## config.mk

```make
export PLATFORM = sky130hd
export DESIGN_NAME = mem_ctrl
export DESIGN_NICKNAME = d
export VERILOG_FILES = /design/src/rtl/mem_ctrl_pkg.sv /design/src/rtl/mem_ctrl_arb.sv /design/src/rtl/mem_ctrl.sv
export SDC_FILE = /design/constraint.sdc
export NUM_CORES = 1
export LEC_CHECK = 0
export BUFFER_PORTS_ARGS = -buffer_cell sky130_fd_sc_hd__buf_2
export CORE_UTILIZATION = 40
export DETAILED_ROUTE_END_ITERATION = 10
export PLACE_DENSITY = 0.76
export SYNTH_ARGS = -nofsm -noshare
export SYNTH_HDL_FRONTEND = slang
export SYNTH_HIERARCHICAL = 1
export SYNTH_SLANG_ARGS = --single-unit
```

## constraint.sdc

```tcl
create_clock -name clk -period 5.1 [get_ports clk]
set_clock_uncertainty 0.05 [all_clocks]
set_input_delay 0.51 -clock clk [delete_from_list [all_inputs] [get_ports clk]]
set_output_delay 0.51 -clock clk [all_outputs]
set_load 0.05 [all_outputs]
```

## src/rtl/mem_ctrl_pkg.sv

```systemverilog
// mem_ctrl_pkg: shared types, widths and lane helpers for the byte-serial RAM controller.
package mem_ctrl_pkg;
   localparam int RAM_ADDR_W = 17;
   localparam int LANE_W     = 8;
   localparam logic [31:0] ZERO_WORD = 32'h0;
   typedef enum logic [2:0] {IDLE, RD, RD_WAIT, WR, DONE} state_t;
   function automatic logic [1:0] lo_lane(input logic [3:0] m);
      return m[0] ? 2'd0 : m[1] ? 2'd1 : m[2] ? 2'd2 : m[3] ? 2'd3 : 2'd0;
   endfunction
   function automatic logic [1:0] hi_lane(input logic [3:0] m);
      return m[3] ? 2'd3 : m[2] ? 2'd2 : m[1] ? 2'd1 : 2'd0;
   endfunction
endpackage

```

## src/rtl/mem_ctrl_arb.sv

```systemverilog
// mem_arb: fixed-priority grant, the MEM stage wins over instruction fetch.
module mem_arb (
   input  logic if_req,
   input  logic mem_req,
   output logic grant_mem,
   output logic grant_if
);
   assign grant_mem = mem_req;
   assign grant_if  = if_req & ~mem_req;
endmodule

```

## src/rtl/mem_ctrl.sv

```systemverilog
// mem_ctrl: serializes IF/MEM 32-bit accesses into byte transfers on a single byte-wide RAM.
module mem_ctrl
   import mem_ctrl_pkg::*;
#(
   parameter int ADDR_W = RAM_ADDR_W
) (
   input  logic              clk,
   input  logic              rst,
   input  logic              if_req_i,
   input  logic [31:0]       if_addr_i,
   output logic [31:0]       if_data_o,
   output logic              if_done_o,
   input  logic              mem_ce_i,
   input  logic              mem_we_i,
   input  logic [31:0]       mem_addr_i,
   input  logic [3:0]        mem_sel_i,
   input  logic [31:0]       mem_data_i,
   output logic [31:0]       mem_data_o,
   output logic              mem_done_o,
   output logic              stall_req_o,
   output logic [ADDR_W-1:0] ram_a_o,
   output logic              ram_wr_o,
   output logic [7:0]        ram_dout_o,
   input  logic [7:0]        ram_din_i
);
   state_t state, nstate;
   logic arb_mem, arb_if, accept, gnt_mem, we, we_in, cap_en, unused_hi;
   logic [3:0] sel_in;
   logic [1:0] lane, last, cap_lane;
   logic [31:0] base, wdata, asm_w, if_hold, mem_hold, addr_sum;
   mem_arb u_arb (.if_req(if_req_i), .mem_req(mem_ce_i), .grant_mem(arb_mem), .grant_if(arb_if));
   assign accept = (state == IDLE) & (arb_mem | arb_if);
   assign sel_in = arb_mem ? mem_sel_i : 4'hF;
   assign we_in  = arb_mem & mem_we_i;
   // An empty mask still spends one cycle in RD_WAIT so done lands in cycle 2 with no RAM cycle.
   always_comb begin
      nstate = state;
      unique case (state)
         IDLE:    if (arb_mem | arb_if) nstate = (sel_in == 4'h0) ? RD_WAIT : we_in ? WR : RD;
         RD:      if (lane == last) nstate = RD_WAIT;
         RD_WAIT: nstate = DONE;
         WR:      if (lane == last) nstate = DONE;
         default: nstate = IDLE;
      endcase
   end
   always_ff @(posedge clk or posedge rst) begin
      if (rst) begin
         state    <= IDLE;
         gnt_mem  <= 1'b0;
         we       <= 1'b0;
         base     <= ZERO_WORD;
         wdata    <= ZERO_WORD;
         asm_w    <= ZERO_WORD;
         if_hold  <= ZERO_WORD;
         mem_hold <= ZERO_WORD;
         lane     <= 2'd0;
         last     <= 2'd0;
         cap_lane <= 2'd0;
         cap_en   <= 1'b0;
      end else begin
         state    <= nstate;
         cap_en   <= state == RD;
         cap_lane <= lane;
         if (cap_en) asm_w[{cap_lane, 3'b000} +: LANE_W] <= ram_din_i;
         if (accept) begin
            gnt_mem <= arb_mem;
            we      <= we_in;
            base    <= (arb_mem ? mem_addr_i : if_addr_i) & ~32'h3;
            wdata   <= mem_data_i;
            lane    <= lo_lane(sel_in);
            last    <= hi_lane(sel_in);
            asm_w   <= ZERO_WORD;
         end else if (state == RD || state == WR) lane <= lane + 2'd1;
         if (if_done_o) if_hold <= asm_w;
         if (mem_done_o && !we) mem_hold <= asm_w;
      end
   end
   assign addr_sum    = base + {30'b0, lane};
   assign unused_hi   = ^addr_sum[31:ADDR_W];
   assign ram_a_o     = (state == RD || state == WR) ? addr_sum[ADDR_W-1:0] : '0;
   assign ram_wr_o    = state == WR;
   assign ram_dout_o  = ram_wr_o ? wdata[{lane, 3'b000} +: LANE_W] : 8'h0;
   assign if_done_o   = (state == DONE) & ~gnt_mem;
   assign mem_done_o  = (state == DONE) & gnt_mem;
   assign if_data_o   = if_done_o ? asm_w : if_hold;
   assign mem_data_o  = (mem_done_o & ~we) ? asm_w : mem_hold;
   assign stall_req_o = (if_req_i & ~if_done_o) | (mem_ce_i & ~mem_done_o);
endmodule

```

==> reports/results.tsv, run 1 <==
stage	metric	value	unit
clock_tree	clock latency on the worst-skew pair	0.42	ns
placement	PortBufs	171	
drt	Residual DRC	0	
yosys	top post-synthesis cells by area	dfrtp_1 (58%), mux2_2 (12%), mux2_1 (8.9%), a32oi_1 (3.1%), mux4_2 (2.7%)	
sta	worst slew pin tran	1.21	ns
sta	RSZ-0062 raised after global routing	false	
grt	largest net degree at the start of global routing	116	
clock_tree	maximum clock insertion buffer count	2	
clock_tree	TritonCTS Buffers	17	
pwr	Max VDD drop	0.405	mV
clock_tree	# resized after CTS	0	
placement	RD Place Congestion	0.794	
flow_run	MaxCap Viol Count	0	
sta	hold_ws	0.251	ns
yosys	Post-synth EDFFs	0	
cells_and_area	area grow syn2layout	23.3	%
yosys	register area share after synthesis	0.580	
cells_and_area	nets	750	
clock_tree	H-tree levels	4	
cells_and_area	number of fill cells	1391	
grt	first-pass GRT wire length	25200	um
drt	Post-DRT Antenna Nets	0	
yosys	Yosys top cell by area	dfrtp_1	
yosys	Avg Cell Area, Syn	14.2	um2
drt	via count	4446	
yosys	Mapped Cells	470	
drt	vias per cell	5.16	
setup_path	family with the most delay on the worst path	simple AND/OR/NAND/NOR gates	
sta	number of setup violations in the final report	0	
setup_path	Required @ worst endpoint	4.54	ns
floorplan	row cnt	46	
setup_path	critical path class	flip-flop to output pin	
placement	DP HPWL	10500	um
clock_tree	Clock transition at path regs	0.07	ns
floorplan	Die Span X	131	um
floorplan	die footprint	0.0173	mm2
setup_path	Worst setup SP type	flip-flop	
setup_path	Critical Path AT	2.43	ns
sta	Slew HR	0.181	
sta	Final period util	0.587	
setup_path	Crit. End Element	output pin	
drt	total wire length	15500	um
drt	routed len/inst	17.9	um
sta	final hold vios	0	
setup_path	CP Max Fanout	19	
sta	post-layout minimum cycle time	2.99	ns
floorplan	Die Ht	131	um
placement	Cell Area, Placed	0.00765	mm2
grt	final global-route overflow total	0	
yosys	Mapped Area	0.00669	mm2
setup_path	Worst Path Buf+Inv	1	
grt	All-Layer GR Usage	0.188	
yosys	#FFs+latches synth	155	
floorplan	CORE AREA	0.0161	mm2
yosys	Async SR Flop Fraction	1.00	
pwr	Lkg Pwr	4.20	nW
pwr	total power	5.16	mW
floorplan	Ports	206	
clock_tree	clock sink count	155	
sta	FMAX	0.334	GHz
drt	Iter 0 DRT Violations	119	
outcome	status	finished clean	
yosys	syn nets	588	
cells_and_area	share of cells above drive strength 1	0.456	
setup_path	Slowest cell on crit path	nor2b_1	
clock_tree	Clock Root Buffer	clkbuf_16	
sta	max-slew violations	0	
yosys	Most used DFF post-synth	dfrtp_1	
clock_tree	setup bufs post-CTS	0	
clock_tree	# hold bufs at CTS	0	
yosys	Synth top area share	0.580	
sta	setup TNS	0	ns
yosys	synth warn	6	
cells_and_area	n_diodes	0	
clock_tree	CTS tree	built	
hold_path	Hold Crit Class	primary input to flip-flop	
floorplan	initial core utilization	0.415	
yosys	Post-synth top cells	dfrtp_1 (155), mux2_2 (73), mux2_1 (53)	
grt	antenna violations before repair	0	
yosys	count leader, synth	dfrtp_1	
yosys	post-synth cell types	44	
grt	vias in the first global route	4749	
drt	TritonRoute pass-1 iters	4	
cells_and_area	Final Instance Area	0.00825	mm2
setup_path	crit-path max cell delay	0.97	ns
setup_path	crit-path cells	nor2b_1, and2_1, buf_2	
pwr	PwrDens	625	mW/mm2
-- flip-flops by register name, summed over array words and instances, names as in the netlist --
signal    flops
cap_en        1
gnt_mem       1
we            1
mem_hold     32
lane          2
asm_w        32
wdata        32
last          2
if_hold      32
cap_lane      2
base         15
state         3
-- per-stage QoR --
step	instances	utilization	setup WS, ns
after floorplan	470	-	0.362
after global placement	829	0.475	2.55
after detailed placement	829	0.475	2.51
after CTS	861	0.512	2.03
after global routing	861	0.512	1.82
final	861	0.512	2.11
-- logic make-up (layout without fill, tap and decap cells) --
family,Yosys count,count (layout),synth area share
XOR/XNOR,4,4,0.00524
AND/OR/NAND/NOR,87,87,0.0757
AO/OA/AOI/OAI,45,45,0.0550
adder cells (fa/ha/maj),5,5,0.00935
flip-flops,155,155,0.580
multiplexers,135,135,0.240
buffers and inverters,39,214,0.0346
-- layout by cell type (no fill, tap or decap), types with 11 or more instances in the layout --
cell type,instances
mux2_2,73
buf_2,171
a32oi_1,24
nor2_1,33
and2_1,17
mux2_1,53
dfrtp_1,155
clkbuf_16,17
nor2b_1,11
-- metal layers --
metal,up-vias,global-route usage,part of all wire
li1,2014,-,-
met1,2268,0.224,0.41
met2,158,0.323,0.51
met3,6,0.0621,0.073
met4,0,0.0523,0.0043
met5,-,0,0
-- layout make-up --
| type | count | area (um2) | share of cell area |
|---|---|---|---|
| clock buffer | 17 | 425 | 0.0515 |
| multi-input combinational | 276 | 2590 | 0.314 |
| timing repair buffer | 174 | 878 | 0.106 |
| tap | 216 | 270 | 0.0327 |
| inverter | 8 | 35.0 | 0.00424 |
| clock inverter | 15 | 176 | 0.0214 |
| sequential | 155 | 3880 | 0.470 |
-- final timing paths --
kind,from,endpoint,slack [ns],cells past startpoint
setup / recovery,state[0]$_DFFE_PP0P_,ram_a_o[7],2.11,3
hold / removal,mem_data_i[27],wdata[27]$_DFFE_PP0P_,0.25,2
setup reg to reg,cap_lane[0]$_DFF_PP0_,asm_w[27]$_DFFE_PP0P_,2.68,5
hold reg to reg,base[9]$_DFFE_PP0P_,base[9]$_DFFE_PP0P_,0.43,1
max in group asynchronous,rst,mem_hold[22]$_DFFE_PP0P_,3.62,3
min in group asynchronous,rst,if_hold[0]$_DFF_PP0_,0.28,2
-- power by group --
group	switching [mW]	leakage, nW	total, mW	internal, mW
logic	1.31	1.87	2.01	0.698
registers	0.265	2.03	1.88	1.62
clock network	0.566	0.293	1.27	0.702
No activity file was read; power rests on OpenSTA's default activity.
==> run 2, diff against run 1 <==
--- a/config.mk
+++ b/config.mk
@@ -5,6 +5,7 @@
 export SDC_FILE = /design/constraint.sdc
 export NUM_CORES = 1
 export LEC_CHECK = 0
+export ABC_AREA = 1
 export BUFFER_PORTS_ARGS = -buffer_cell sky130_fd_sc_hd__buf_2
 export CORE_UTILIZATION = 40
 export DETAILED_ROUTE_END_ITERATION = 10
==> constraint.sdc (replaced) <==
create_clock -name clk -period 2.8 [get_ports clk]
set_clock_uncertainty 0.05 [all_clocks]
set_input_delay 0.28 -clock clk [delete_from_list [all_inputs] [get_ports clk]]
set_output_delay 0.28 -clock clk [all_outputs]
set_load 0.05 [all_outputs]
==> reports/results.tsv, run 2 <==
stage	metric	value	unit
cells_and_area	commonest cells after routing, fill and taps aside	nand2_1 (332), buf_2 (170), dfrtp_1 (155)	
grt	largest net degree at the start of global routing	86	
pwr	Psw	4.64	mW
yosys	Post-synth top cells	nand2_1 (332), dfrtp_1 (155), o21ai_0 (88)	
yosys	register area share after synthesis	0.567	
yosys	Post-Synth Adder-Cell Area	0.00915	
clock_tree	# hold bufs at CTS	18	
cells_and_area	area grow syn2layout	27.7	%
cells_and_area	share of cells above drive strength 1	0.213	
clock_tree	Clock Root Buffer	clkbuf_16	
yosys	top post-synthesis cells by area	dfrtp_1 (57%), nand2_1 (18%), o21ai_0 (6.4%), inv_1 (4.8%), nor2_1 (3.3%)	
drt	Residual DRC	0	
placement	Cell Area, Placed	0.00792	mm2
sta	Slew HR	0.679	
drt	Post-DRT Antenna Nets	0	
drt	routed len/inst	13.2	um
clock_tree	maximum clock insertion buffer count	2	
setup_path	critical path class	flip-flop to output pin	
pwr	sequential share of power	0.334	
yosys	Most used DFF post-synth	dfrtp_1	
yosys	Post-synth EDFFs	0	
floorplan	initial core utilization	0.411	
grt	final global-route overflow total	0	
pwr	Clock power frac	0.240	
floorplan	Die Span X	133	um
clock_tree	clock latency on the worst-skew pair	0.42	ns
clock_tree	# resized after CTS	0	
setup_path	Required @ worst endpoint	2.47	ns
drt	vias per cell	4.71	
cells_and_area	commonest non-fill, non-tap cell in the layout	nand2_1	
yosys	Synth top area share	0.567	
clock_tree	Clock transition at path regs	0.06	ns
pwr	Lkg Pwr	4.76	nW
yosys	syn nets	968	
yosys	largest family of logic cells by synthesized area	simple AND/OR/NAND/NOR gates	
clock_tree	clock sink count	155	
yosys	Synth Area in Compound Gates	0.104	
yosys	synth warn	6	
sta	post-layout minimum cycle time	2.62	ns
grt	Most Crowded Layer GR	met2	
grt	met1 Use GR	0.252	
yosys	Yosys top cell by area	dfrtp_1	
hold_path	Hold Crit Start	mem_data_i[13]	
setup_path	Worst setup SP type	flip-flop	
cells_and_area	n_diodes	0	
setup_path	reg2reg start	cap_lane[0]$_DFF_PP0_	
placement	DP HPWL	11600	um
cells_and_area	Final Instance Area	0.00873	mm2
sta	worst slew pin tran	0.479	ns
setup_path	Crit. End Element	output pin	
yosys	Mapped Cells	850	
sta	final hold vios	0	
yosys	post-synth cell types	23	
yosys	count leader, synth	nand2_1	
pwr	Switching Share	0.450	
setup_path	CP Max Fanout	16	
floorplan	Die Ht	133	um
cells_and_area	nets	1151	
setup_path	FF-to-FF setup slack	0.83	ns
outcome	status	finished clean	
pwr	P_int	5.68	mW
setup_path	Critical Path AT	2.29	ns
yosys	Synth Area in Simple Gates	0.241	
sta	max-slew violations	0	
floorplan	die footprint	0.0176	mm2
floorplan	row cnt	47	
grt	first-pass GRT wire length	27900	um
floorplan	Ports	206	
flow_run	MaxCap Viol Count	0	
placement	PortBufs	171	
pwr	Gate power share	0.427	
grt	met3 GRT Util	0.0502	
yosys	Avg Cell Area, Syn	8.05	um2
clock_tree	TritonCTS Buffers	17	
clock_tree	CTS tree	built	
yosys	Mapped Area	0.00684	mm2
hold_path	Hold Crit Class	primary input to flip-flop	
pwr	Max VDD drop	0.684	mV
grt	global routing met2 resource utilization	0.337	
setup_path	Worst Setup SP	state[1]$_DFFE_PP0P_	
sta	RSZ-0062 raised after global routing	false	
sta	FMAX	0.382	GHz
yosys	XOR/XNOR Fraction of Synth Area	0	
yosys	#FFs+latches synth	155	
grt	vias in the first global route	5886	
sta	Final period util	0.935	
sta	final worst slack	0.183	ns
drt	via count	5954	
floorplan	CORE AREA	0.0166	mm2
clock_tree	setup bufs post-CTS	0	
drt	total wire length	16700	um
yosys	Async SR Flop Fraction	1.00	
placement	RD Place Congestion	0.857	
sta	setup TNS	0	ns
clock_tree	H-tree levels	4	
placement	pre-CTS setup slack	0.600	ns
drt	TritonRoute pass-1 iters	5	
grt	All-Layer GR Usage	0.200	
drt	Iter 0 DRT Violations	317	
yosys	multiplexer share of the synthesized area	0	
sta	number of setup violations in the final report	0	
pwr	PwrDens	1180	mW/mm2
grt	antenna violations before repair	0	
-- run 2: cell count changes after synthesis, moves of 16 or more --
cell / previous run / this run
nand3_1: 1 / 23
a32oi_1: 24 / 0
mux2_2: 73 / 0
buf_2: 2 / 18
mux2_1: 53 / 0
and2_1: 17 / 0
o21ai_0: 3 / 88
inv_1: 8 / 87
nor2_1: 33 / 61
a21oi_1: 1 / 45
nand2_1: 7 / 332
-- run 2: cell families (layout without fill, tap and decap cells) --
group,after synthesis,count (layout)
AO/OA/AOI/OAI,139,139
AND/OR/NAND/NOR,423,423
buffers and inverters,128,323
flip-flops,155,155
adder cells (fa/ha/maj),5,5
-- run 2: critical path, cell delays in order, from the launching register on --
cell	delay [ns]
dfrtp_1	0.40
nor2_2	0.17
nand2_2	0.13
nor2_4	0.11
clkinv_1	0.34
buf_4	0.34
nand2_1	0.07
nand2_1	0.08
buf_2	0.22
-- run 2: path summary, 6_finish.rpt --
path / cells after the start / to
min reg2reg: 2 / if_hold[7]$_DFF_PP0_
min: 3 / wdata[13]$_DFFE_PP0P_
max: 8 / if_data_o[8]
min in group asynchronous: 3 / if_hold[27]$_DFF_PP0_
max reg2reg: 6 / asm_w[19]$_DFFE_PP0P_
max in group asynchronous: 4 / wdata[20]$_DFFE_PP0P_
-- run 2: power groups by stage --
stage                     Combinational, mW  Clock [mW]  Sequential [mW]
after CTS                              4.43        2.52             3.45
after floorplan                        3.44           0             3.34
final                                  4.40        2.47             3.44
after global routing                   4.83        2.60             3.53
after global placement                 4.32           0             3.45
after detailed placement               4.38           0             3.49
-- run 2: area by class of cell --
type | count | area (um2)
Tap cell | 220 | 275
Timing Repair Buffer | 200 | 1170
Fill cell | 1526 | 7910
Clock inverter | 10 | 165
Sequential cell | 155 | 3880
Inverter | 92 | 349
Multi-Input combinational cell | 567 | 2420
Clock buffer | 21 | 470
-- run 2: through the flow --
stage	util	total power [mW]	std cells	hold WS, ns
4_1_cts	0.525	10.4	1265	0.000379
6_report	0.525	10.3	1265	0.0164
3_3_place_gp	0.476	7.76	1216	0.259
5_1_grt	0.525	11.0	1265	0.0100
2_1_floorplan	-	6.79	850	0.299
3_5_place_dp	0.476	7.87	1216	0.257
-- run 2: layer usage --
metal  wire length (um)  up-vias  part of all wire
li1                   -     2995                 -
met3                954       21             0.057
met2               8140      205              0.49
met5                  0        -                 0
met1               7330     2733              0.44
met4                276        0             0.017
==> run 3, diff against run 2 <==
==> constraint.sdc (replaced) <==
create_clock -name clk -period 2.8 [get_ports clk]
set_clock_uncertainty 0.05 [all_clocks]
set_input_delay 0.28 -clock clk [delete_from_list [all_inputs] [get_ports clk]]
set_output_delay 0.28 -clock clk [all_outputs]
set_load 0.02 [all_outputs]
==> reports/results.tsv, run 3 (synthesized netlist as in run 2, its figures left out) <==
stage	metric	value	unit
setup_path	family with the most delay on the worst path	buffers and inverters	
clock_tree	clock sink count	155	
cells_and_area	area grow syn2layout	26.7	%
drt	Post-DRT Antenna Nets	0	
floorplan	Die Ht	133	um
outcome	status	finished clean	
sta	worst slew pin tran	0.510	ns
floorplan	CORE AREA	0.0166	mm2
drt	top layer in use	met4	
pwr	Lkg Pwr	4.74	nW
placement	DP HPWL	11500	um
sta	number of setup violations in the final report	0	
cells_and_area	non-filler cells, final	1264	
drt	Iter 0 DRT Violations	293	
cells_and_area	commonest non-fill, non-tap cell in the layout	nand2_1	
cells_and_area	area of the multi-input gates	0.00242	mm2
hold_path	Hold Crit Class	primary input to flip-flop	
clock_tree	maximum clock insertion buffer count	2	
clock_tree	Clock Root Buffer	clkbuf_16	
pwr	PwrDens	1060	mW/mm2
drt	met1 WL	7600	um
setup_path	Slowest cell on crit path	dfrtp_1	
cells_and_area	share of cells above drive strength 1	0.213	
placement	PortBufs	171	
grt	final global-route overflow total	0	
drt	met2 routed WL	8230	um
sta	setup TNS	0	ns
sta	Final period util	0.844	
clock_tree	setup bufs post-CTS	0	
setup_path	CP Max Fanout	34	
clock_tree	# hold bufs at CTS	17	
setup_path	crit-path cells	nor2_2, nand2_2, nor2_4, clkinv_1, buf_4, o21ai_0, buf_2	
pwr	total power	9.14	mW
setup_path	FF-to-FF setup slack	0.82	ns
drt	Met3 Wirelength	770	um
cells_and_area	commonest cells after routing, fill and taps aside	nand2_1 (332), buf_2 (171), dfrtp_1 (155)	
cells_and_area	nets	1149	
clock_tree	CTS tree	built	
floorplan	row cnt	47	
sta	FMAX	0.423	GHz
drt	via count	5883	
placement	Inst Count DP	1215	
sta	RSZ-0062 raised after global routing	false	
sta	Slew HR	0.660	
grt	All-Layer GR Usage	0.201	
setup_path	Worst Path Buf+Inv	3	
floorplan	Ports	206	
cells_and_area	n_diodes	0	
floorplan	Die Span X	133	um
placement	Cell Area, Placed	0.00790	mm2
drt	total wire length	16800	um
drt	vias per cell	4.65	
drt	TritonRoute pass-1 iters	7	
clock_tree	Clock transition at path regs	0.06	ns
cells_and_area	number of fill cells	1545	
setup_path	crit-path max cell delay	0.40	ns
cells_and_area	FF/Latch Area	0.00388	mm2
grt	largest net degree at the start of global routing	84	
clock_tree	TritonCTS Buffers	17	
grt	first-pass GRT wire length	27800	um
clock_tree	clock latency on the worst-skew pair	0.42	ns
sta	max-slew violations	0	
grt	antenna violations before repair	0	
placement	RD Place Congestion	0.861	
cells_and_area	Final Instance Area	0.00866	mm2
pwr	Max VDD drop	0.510	mV
setup_path	Required @ worst endpoint	2.47	ns
clock_tree	H-tree levels	4	
drt	Residual DRC	0	
sta	post-layout minimum cycle time	2.36	ns
setup_path	Crit. End Element	output pin	
sta	final hold vios	0	
sta	hold_ws	0.0221	ns
floorplan	die footprint	0.0176	mm2
clock_tree	# resized after CTS	0	
grt	vias in the first global route	5706	
setup_path	Critical Path AT	2.03	ns
setup_path	critical path class	flip-flop to output pin	
flow_run	MaxCap Viol Count	0	
placement	pre-CTS setup slack	0.718	ns
cells_and_area	Core Util, Final	0.521	
setup_path	Worst setup SP type	flip-flop	
drt	routed len/inst	13.3	um
sta	final worst slack	0.436	ns
floorplan	initial core utilization	0.411	
## run 3: cell types whose count changed in the layout (fill, tap and decap cells not counted)
cell and change:
bufinv_16 -1, inv_6 +4, clkinv_2 +2, buf_2 +1, clkbuf_1 +1, buf_4 -1, clkinvlp_4 -2, clkbuf_8 -3
buf_12 -1, dlygate4sd3_1 -1
## run 3: worst paths after layout
path                                       start                     to  cells after the start
max                         state[1]$_DFFE_PP0P_          if_data_o[24]                      7
min                               mem_data_i[29]  wdata[29]$_DFFE_PP0P_                      3
max reg2reg                cap_lane[0]$_DFF_PP0_  asm_w[18]$_DFFE_PP0P_                      6
min reg2reg                if_hold[11]$_DFF_PP0_  if_hold[11]$_DFF_PP0_                      2
max in group asynchronous                    rst  wdata[20]$_DFFE_PP0P_                      4
min in group asynchronous                    rst   base[16]$_DFFE_PP0P_                      3
## run 3: cell type report
| cell class | count | area share |
|---|---|---|
| tap | 220 | 0.0318 |
| timing repair buffer | 198 | 0.131 |
| clock inverter | 13 | 0.0191 |
| clock buffer | 19 | 0.0500 |
| inverter | 92 | 0.0403 |
| multi-input combinational | 567 | 0.280 |
| sequential | 155 | 0.448 |
## run 3: report_power, final
part           internal, mW  switching [mW]  leakage, nW
Sequential             3.04           0.425         2.03
Clock                  1.41           0.927        0.292
Combinational          1.05            2.29         2.42
## run 3: per-layer routing
metal | track usage | vias up
li1 | - | 3002
met1 | 0.266 | 2694
met2 | 0.328 | 176
met3 | 0.0391 | 11
met4 | 0.0754 | 0
met5 | 0 | -
## run 3: worst reg2reg max path, delay by kind of cell, from the launching register on
family	cells	cell delay [ns]
buf+inv	1	0.19
flops	1	0.49
compound gates	1	0.17
simple gates	3	0.65
fa+ha+maj	1	0.37
